### src/rtl/peripheral_spram_wb_pkg.sv
// peripheral_spram_wb_pkg: Wishbone B3 cycle/burst type codes and burst address stepping.
package peripheral_spram_wb_pkg;
   localparam logic [2:0] CTI_CLASSIC = 3'b000;
   localparam logic [2:0] CTI_INC     = 3'b010;
   localparam logic [2:0] CTI_EOB     = 3'b111;
   localparam logic [1:0] BTE_LINEAR  = 2'b00;
   localparam logic [1:0] BTE_WRAP4   = 2'b01;
   localparam logic [1:0] BTE_WRAP8   = 2'b10;
   localparam logic [1:0] BTE_WRAP16  = 2'b11;
   // Word address of the next beat; wrap modes roll only the low bits over.
   function automatic logic [31:0] wb_next_adr(input logic [31:0] adr, input logic [1:0] bte);
      return bte == BTE_WRAP4  ? {adr[31:2], adr[1:0] + 2'd1} :
             bte == BTE_WRAP8  ? {adr[31:3], adr[2:0] + 3'd1} :
             bte == BTE_WRAP16 ? {adr[31:4], adr[3:0] + 4'd1} : adr + 32'd1;
   endfunction
endpackage

### src/rtl/peripheral_spram_wb_adr_gen.sv
// peripheral_spram_wb_adr_gen: combinational next word address for a Wishbone burst.
module peripheral_spram_wb_adr_gen
   import peripheral_spram_wb_pkg::*;
#(
   parameter int DEPTH = 256,
   parameter int AW    = $clog2(DEPTH)
) (
   input  logic [AW-1:0] adr_i,
   input  logic [1:0]    bte_i,
   output logic [AW-1:0] nxt_o
);
   // Linear bursts wrap at DEPTH even when DEPTH is not a power of two.
   assign nxt_o = (bte_i == BTE_LINEAR && adr_i == AW'(DEPTH - 1)) ? '0
                : AW'(wb_next_adr(32'(adr_i), bte_i));
endmodule

### src/rtl/peripheral_spram_wb_slave.sv
// peripheral_spram_wb_slave: Wishbone B3 classic/burst responder driving a 1-cycle-latency single-port RAM.
module peripheral_spram_wb_slave
   import peripheral_spram_wb_pkg::*;
#(
   parameter int DEPTH = 256,
   parameter int AW    = $clog2(DEPTH),
   parameter int DW    = 32
) (
   input  logic          wb_clk_i,
   input  logic          wb_rst_i,
   input  logic [AW+1:0] wb_adr_i,
   input  logic [DW-1:0] wb_dat_i,
   input  logic [3:0]    wb_sel_i,
   input  logic          wb_we_i,
   input  logic          wb_cyc_i,
   input  logic          wb_stb_i,
   input  logic [2:0]    wb_cti_i,
   input  logic [1:0]    wb_bte_i,
   output logic [DW-1:0] wb_dat_o,
   output logic          wb_ack_o,
   output logic          wb_err_o,
   output logic          wb_rty_o,
   output logic [3:0]    mem_we,
   output logic [DW-1:0] mem_din,
   output logic [AW-1:0] mem_waddr,
   output logic [AW-1:0] mem_raddr,
   input  logic [DW-1:0] mem_dout
);
   logic          valid;
   logic          burst;
   logic          ack_q;
   logic          ack_d;
   logic [AW-1:0] word_adr;
   logic [AW-1:0] nxt_adr;
   logic          unused_byte_adr;
   assign unused_byte_adr = ^wb_adr_i[1:0];
   assign word_adr = wb_adr_i[AW+1:2];
   assign valid    = wb_cyc_i & wb_stb_i;
   assign burst    = valid & (wb_cti_i == CTI_INC);
   // Bursts keep ack asserted; classic cycles (and the end-of-burst beat) toggle it.
   assign ack_d    = valid & (burst | ~ack_q);
   peripheral_spram_wb_adr_gen #(.DEPTH(DEPTH), .AW(AW)) u_adr_gen (
      .adr_i (word_adr),
      .bte_i (wb_bte_i),
      .nxt_o (nxt_adr)
   );
   always_ff @(posedge wb_clk_i or posedge wb_rst_i) begin
      if (wb_rst_i) ack_q <= 1'b0;
      else          ack_q <= ack_d;
   end
   assign wb_ack_o  = ack_q;
   assign wb_err_o  = 1'b0;
   assign wb_rty_o  = 1'b0;
   assign wb_dat_o  = mem_dout;
   assign mem_din   = wb_dat_i;
   assign mem_waddr = word_adr;
   assign mem_we    = wb_sel_i & {4{valid & wb_we_i & ack_q}};
   // Prefetch the following beat so read bursts sustain one beat per cycle.
   assign mem_raddr = (ack_q & burst & ~wb_we_i) ? nxt_adr : word_adr;
endmodule

### config.mk
export PLATFORM = sky130hd
export DESIGN_NAME = peripheral_spram_wb_slave
export DESIGN_NICKNAME = d
export VERILOG_FILES = /design/src/rtl/peripheral_spram_wb_pkg.sv /design/src/rtl/peripheral_spram_wb_adr_gen.sv /design/src/rtl/peripheral_spram_wb_slave.sv
export SDC_FILE = /design/constraint.sdc
export NUM_CORES = 1
export LEC_CHECK = 0
export CELL_PAD_IN_SITES_DETAIL_PLACEMENT = 0
export CELL_PAD_IN_SITES_GLOBAL_PLACEMENT = 1
export CORE_UTILIZATION = 10
export CTS_CLUSTER_SIZE = 14
export DETAILED_ROUTE_END_ITERATION = 16
export PLACE_DENSITY = 0.8
export SYNTH_ARGS = -nofsm -noshare
export SYNTH_HDL_FRONTEND = slang
export SYNTH_SLANG_ARGS = --single-unit
### constraint.sdc
create_clock -name wb_clk_i -period 2.5 [get_ports wb_clk_i]
set_clock_uncertainty 0.05 [all_clocks]
set_input_delay 0.5 -clock wb_clk_i [delete_from_list [all_inputs] [get_ports wb_clk_i]]
set_output_delay 0.5 -clock wb_clk_i [all_outputs]
set_load 0.005 [all_outputs]
======== After elaboration in Yosys (flattened, before gate mapping) ========
Cells that the tools add are included.
Widths: inputs -> output; s select.
storage, ports and cells
  bits in registers ....................... 1
  input port bits ......................... 88
  output and inout bits ................... 87
  logic and storage cells ................. 28
cells by class
  add/sub/neg operators ................... 4
  equality and inequality tests ........... 5
  multiplexer cells ....................... 5
  bitwise gates (word level) .............. 11
  reduce and logical (&&, ||, !) cells .... 2
operators with widths
  cell                 count
  $mux 8               5
  $add 8x1->8 const B  1
  $eq 8x8->1 const B   1
  $and 1x1->1          7
  $add 4x1->4 const B  1
  $and 4x4->4          1
  $eq 2x2->1 const B   2
  $add 3x1->3 const B  1
  $eq 3x2->1 const B   1
  $add 2x1->2 const B  1
  $eq 2x1->1 const B   1
  $logic_not 2->1      1
  $not 1->1            2
  $logic_and 1x1->1    1
  $or 1x1->1           1

======== Logic depth before layout (Yosys ltp) ========
  depth after elaboration ................. 6
  mapped depth ............................ 5
  gate-level depth less buffers ........... 4

======== By module ========
From an unflattened synthesis, not the netlist that was laid out.
unflattened totals
  cells, all modules ...................... 128
  area, all modules ....................... 970.9 µm²
modules (own cells, without submodules)
  module                       instances  cells each  area each (µm²)  sequential area each (µm²)
  peripheral_spram_wb_slave    1          95          754.5            25.0
  peripheral_spram_wb_adr_gen  1          33          216.5            0.0

======== Worst setup path before layout ========
No wires, ideal clock.
  kind .................................... input -> output
  start point ............................. input port wb_cti_i[0]
  end point ............................... output port mem_raddr[7]
  data arrival time ....................... 1.932 ns
  data required time ...................... 1.950 ns
  slack ................................... 0.018 ns
  cell stages on the path ................. 5
  buffers on the path ..................... 1
  path through ............................ or3b_1 -> or3_1 -> clkbuf_2 -> or4_1 -> nand3_1
between the ends
  longest elaborated chain between the ends .. 5
RTL lines
  element                    RTL line                         text
  from (decl)                peripheral_spram_wb_slave.sv:17  input logic [2:0] wb_cti_i,
  $eq 3x2->1                 peripheral_spram_wb_slave.sv:39  assign burst = valid & (wb_cti_i == CTI_INC);
  $and 1x1->1                peripheral_spram_wb_slave.sv:39
  $and 1x1->1 (2 in series)  peripheral_spram_wb_slave.sv:59  assign mem_raddr = (ack_q & burst & ~wb_we_i) ? nxt_adr : word_adr;
  $mux 8                     peripheral_spram_wb_slave.sv:59
  to (decl)                  peripheral_spram_wb_slave.sv:26  output logic [AW-1:0] mem_raddr,
No other way between the ends.

======== Final worst setup path ========
  start point ............................. input port wb_cti_i[2]
  end point ............................... output port mem_raddr[7]
The elaborated chain is that of the path after synthesis.

==> impl_summary.txt <==
----------------------------------------------------
[Timing]
  Number of failing hold endpoints at the final stage ... 0
  Period Utilization, post-route ... 102.0%
  Final WS setup ... -49.20 ps
  Final setup TNS ... -49.20 ps
  Final critical path time including I/O delays and setup ... 2549 ps
  Max-slew violation total from the final report ... 0
  Tightest hold margin ... roughly 500 ps
  Unrepaired setup endpoints after global routing ... yes
  Final setup fails ... 1
  Maximum clock frequency ... 392.3 MHz

[Global route]
  GRT Resource Usage Total ... 4.224%
  Maximum number of pins on one net before global-route repair ... 6
  Vias in the first global route ... 645
  Aggregate global routing overflow ... 0
  Number of antenna violations at the first check in global routing ... 0
  Global-route wire length before repair ... just over 3 mm

[Final layout]
  Final net count ... 205
  Area growth from synthesis to final layout ... 23.77%
  Flip-flop count of the largest register, all copies and words added ... 1
  Diode insertion count for antenna repair ... 0
  Share of final-layout standard cells stronger than drive strength 1 ... 42.11%

[Critical path]
  Setup slack of the most critical reg-to-reg path ... roughly 1800 ps
  Start-to-end type of the worst setup path ... in2out
  Launch point of the worst reg-to-reg path ... wb_ack_o$_DFF_PP0_
  Worst endpoint data arrival time ... 2000 ps
  Setup crit start ... wb_cti_i[2]
  Nature of the critical path startpoint ... primary input
  Largest fanout on the critical path ... 3
  Category of the worst setup path capture point ... output port
  Required time at the endpoint of the critical path ... 1950 ps

[Synthesis]
  Average instance area after synthesis ... 6.962 sq um
  Area fraction of the dominant cell type after synthesis ... 64.35%
  Warnings from Yosys ... 0
  Register area share after synthesis ... 2.899%
  Largest area contributor in the netlist ... sky130_fd_sc_hd__buf_4
  Register bit count reported by yosys ... 1
  Distinct cells, synth ... 25
  Total standard cell area after synthesis ... 863.3 sq um
  Cells taking the most area after synthesis ... sky130_fd_sc_hd__buf_4, sky130_fd_sc_hd__nand3_1, sky130_fd_sc_hd__nand2_1
  Instance count of the mapped netlist ... 124

[Detailed routing]
  Total via count in the routed design ... 690
  DR pass1 iterations ... 3
  Final wirelength ... roughly 2.1 mm
  Drt wl/cell ... 9.562 um
  Number of vias per cell ... 3.151
  Iter 0 DRT Violations ... 10
  Post-route DRC violation count ... 0
  Final ANT Viol Nets ... 0

[Power]
  Combinational share of power ... 85.4%
  PwrDens ... 115.6 mW/mm^2
  Switching pwr ... 0.03878 mW
  Sequential group share of total power ... 14.6%
  Design internal power ... 0.08472 mW
  Leakage Power ... a little under 0.5 nW
  Clock network fraction of design power ... 0%
  Switching part of the total ... between 30% and 40%
  VDD IR max ... slightly above 90 uV

[Floorplanning]
  Die X-Extent ... roughly 95 um
  Die area ... 0.009009 sq mm
  Ports placed on the boundary ... approximately 180
  Chip Height ... between 90 and 100 um
  Initial Util ... 10.40%
  Standard-cell row count ... 33
  Placeable Area ... 0.008299 sq mm

[Run]
  Number of max-cap violations ... 0

[CTS]
  CTS clk-pin slew, worst paths ... 0 ps
  Clock latency reported for the late side of the worst-skew pair ... 0 ps

[Placement]
  Port Buf Inserts ... between 40 and 50
  Half-perimeter wire length after placement ... 1.735 mm
  Setup Slack @ Placement ... -888.3 ps
  GPL Wtd Cong ... ~0.63

[Min path]
  Tightest Hold Check Type ... reg2reg
  Worst hold start ... wb_ack_o$_DFF_PP0_

[Status]
  Violations in the final reports ... setup timing
  Outcome ... finished with violations

----------------------------------------------------
worst paths after layout:
| path | cells past startpoint | to |
|---|---|---|
| min in group asynchronous | 2 | wb_ack_o$_DFF_PP0_ |
| setup / recovery | 6 | mem_raddr[7] |
| hold reg to reg | 2 | wb_ack_o$_DFF_PP0_ |
| setup reg to reg | 2 | wb_ack_o$_DFF_PP0_ |
| hold / removal | 2 | wb_ack_o$_DFF_PP0_ |
| max in group asynchronous | 2 | wb_ack_o$_DFF_PP0_ |
area by class of cell:
cell class | instances | area [sq um]
timing repair buffer | 64 | 543.0
multi-input combinational | 45 | 354.1
sequential | 1 | 25.02
tap | 105 | 131.4
inverter | 4 | 15.01
fill | 952 | 7231
power groups by stage:
stage / combinational (mW) / clock, mW / sequential (mW)
floorplan: 0.114 / 0 / 0.0181
global placement: 0.110 / 0 / 0.0178
detailed placement: 0.111 / 0 / 0.0178
CTS: 0.107 / 0 / 0.0180
global route: 0.116 / 0 / 0.0181
finish: 0.106 / 0 / 0.0180
kinds of logic (layout without fill, tap and decap cells):
| family | Yosys count | in the layout | synth area share (%) |
|---|---|---|---|
| other cells | 1 | 2 | 0.4344 |
| buf+inv | 79 | 68 | 66.67 |
| fa+ha+maj | 1 | 1 | 1.449 |
| compound gates | 7 | 7 | 4.493 |
| flops | 1 | 1 | 2.898 |
| xor+xnor | 4 | 4 | 4.059 |
| simple gates | 31 | 31 | 20.00 |
synth_stat cells, drive strengths merged:
master   n
a21oi    3
and2     4
and3     1
buf     74
clkbuf   1
conb     1
dfrtp    1
ha       1
inv      4
nand2    7
nand2b   2
nand3    6
nand4    3
nor2     1
nor3     2
nor4bb   1
o211ai   1
o21ai    2
o22ai    1
or3      2
or3b     1
or4      1
xnor2    3
xor2     1
through the flow:
stage / cells / utilization (%) / power (mW) / area, sq um
after detailed placement: 215 / 11.97 / 0.1284 / 993.5
after floorplan: 125 / - / 0.1319 / 867.1
final: 219 / 12.88 / 0.1235 / 1069
after global routing: 219 / 12.88 / 0.1339 / 1069
after global placement: 215 / 11.97 / 0.1278 / 993.5
after CTS: 219 / 12.68 / 0.1245 / 1052
what timing repair did:
| item | 4_1_cts | 5_1_grt |
|---|---|---|
| endpoints found under the setup margin | 12 | 12 |
| pin swaps | 13 | 7 |
| gates resized for setup | 59 | 18 |
| hold buffers | 0 | 0 |
| buffers inserted | 4 | 0 |
cell usage in the layout (no fill, tap or decap):
cell type / instances
sky130_fd_sc_hd__buf_4: 20
sky130_fd_sc_hd__o21ai_1: 1
sky130_fd_sc_hd__nand2_1: 7
sky130_fd_sc_hd__xor2_1: 1
sky130_fd_sc_hd__clkdlybuf4s15_1: 2
sky130_fd_sc_hd__or3_4: 2
sky130_fd_sc_hd__nand2b_1: 2
sky130_fd_sc_hd__nor4bb_4: 1
sky130_fd_sc_hd__a21oi_4: 1
sky130_fd_sc_hd__nor3_2: 1
sky130_fd_sc_hd__nor2_4: 1
sky130_fd_sc_hd__nand3_2: 2
sky130_fd_sc_hd__a21oi_2: 1
sky130_fd_sc_hd__nand3_1: 4
sky130_fd_sc_hd__inv_1: 4
sky130_fd_sc_hd__clkbuf_2: 4
sky130_fd_sc_hd__o21ai_2: 1
sky130_fd_sc_hd__nor3_4: 1
sky130_fd_sc_hd__dfrtp_1: 1
sky130_fd_sc_hd__conb_1: 2
sky130_fd_sc_hd__buf_2: 7
sky130_fd_sc_hd__o211ai_1: 1
sky130_fd_sc_hd__or3b_4: 1
sky130_fd_sc_hd__dlymetal6s2s_1: 4
sky130_fd_sc_hd__dlygate4sd2_1: 5
sky130_fd_sc_hd__nand4_1: 3
sky130_fd_sc_hd__and2_1: 4
sky130_fd_sc_hd__xnor2_1: 3
sky130_fd_sc_hd__clkdlybuf4s50_1: 19
sky130_fd_sc_hd__ha_1: 1
sky130_fd_sc_hd__buf_6: 3
sky130_fd_sc_hd__and3_4: 1
sky130_fd_sc_hd__o22ai_1: 1
sky130_fd_sc_hd__a21oi_1: 1
sky130_fd_sc_hd__or4_4: 1
routing by layer:
layer	up-vias	GRT usage [%]	share of wire, %
met2	59	7.314	51
met3	16	1.127	12
met1	308	4.437	33
met4	0	2.904	4.6
met5	-	0	0
li1	307	-	-
critical path, stage by stage:
cell and delay, ps:
sky130_fd_sc_hd__buf_6 90, sky130_fd_sc_hd__or3b_4 390, sky130_fd_sc_hd__or3_4 410, sky130_fd_sc_hd__or4_4 430, sky130_fd_sc_hd__nand3_2 80, sky130_fd_sc_hd__buf_2 100
Power figures use the tool's default switching activity.
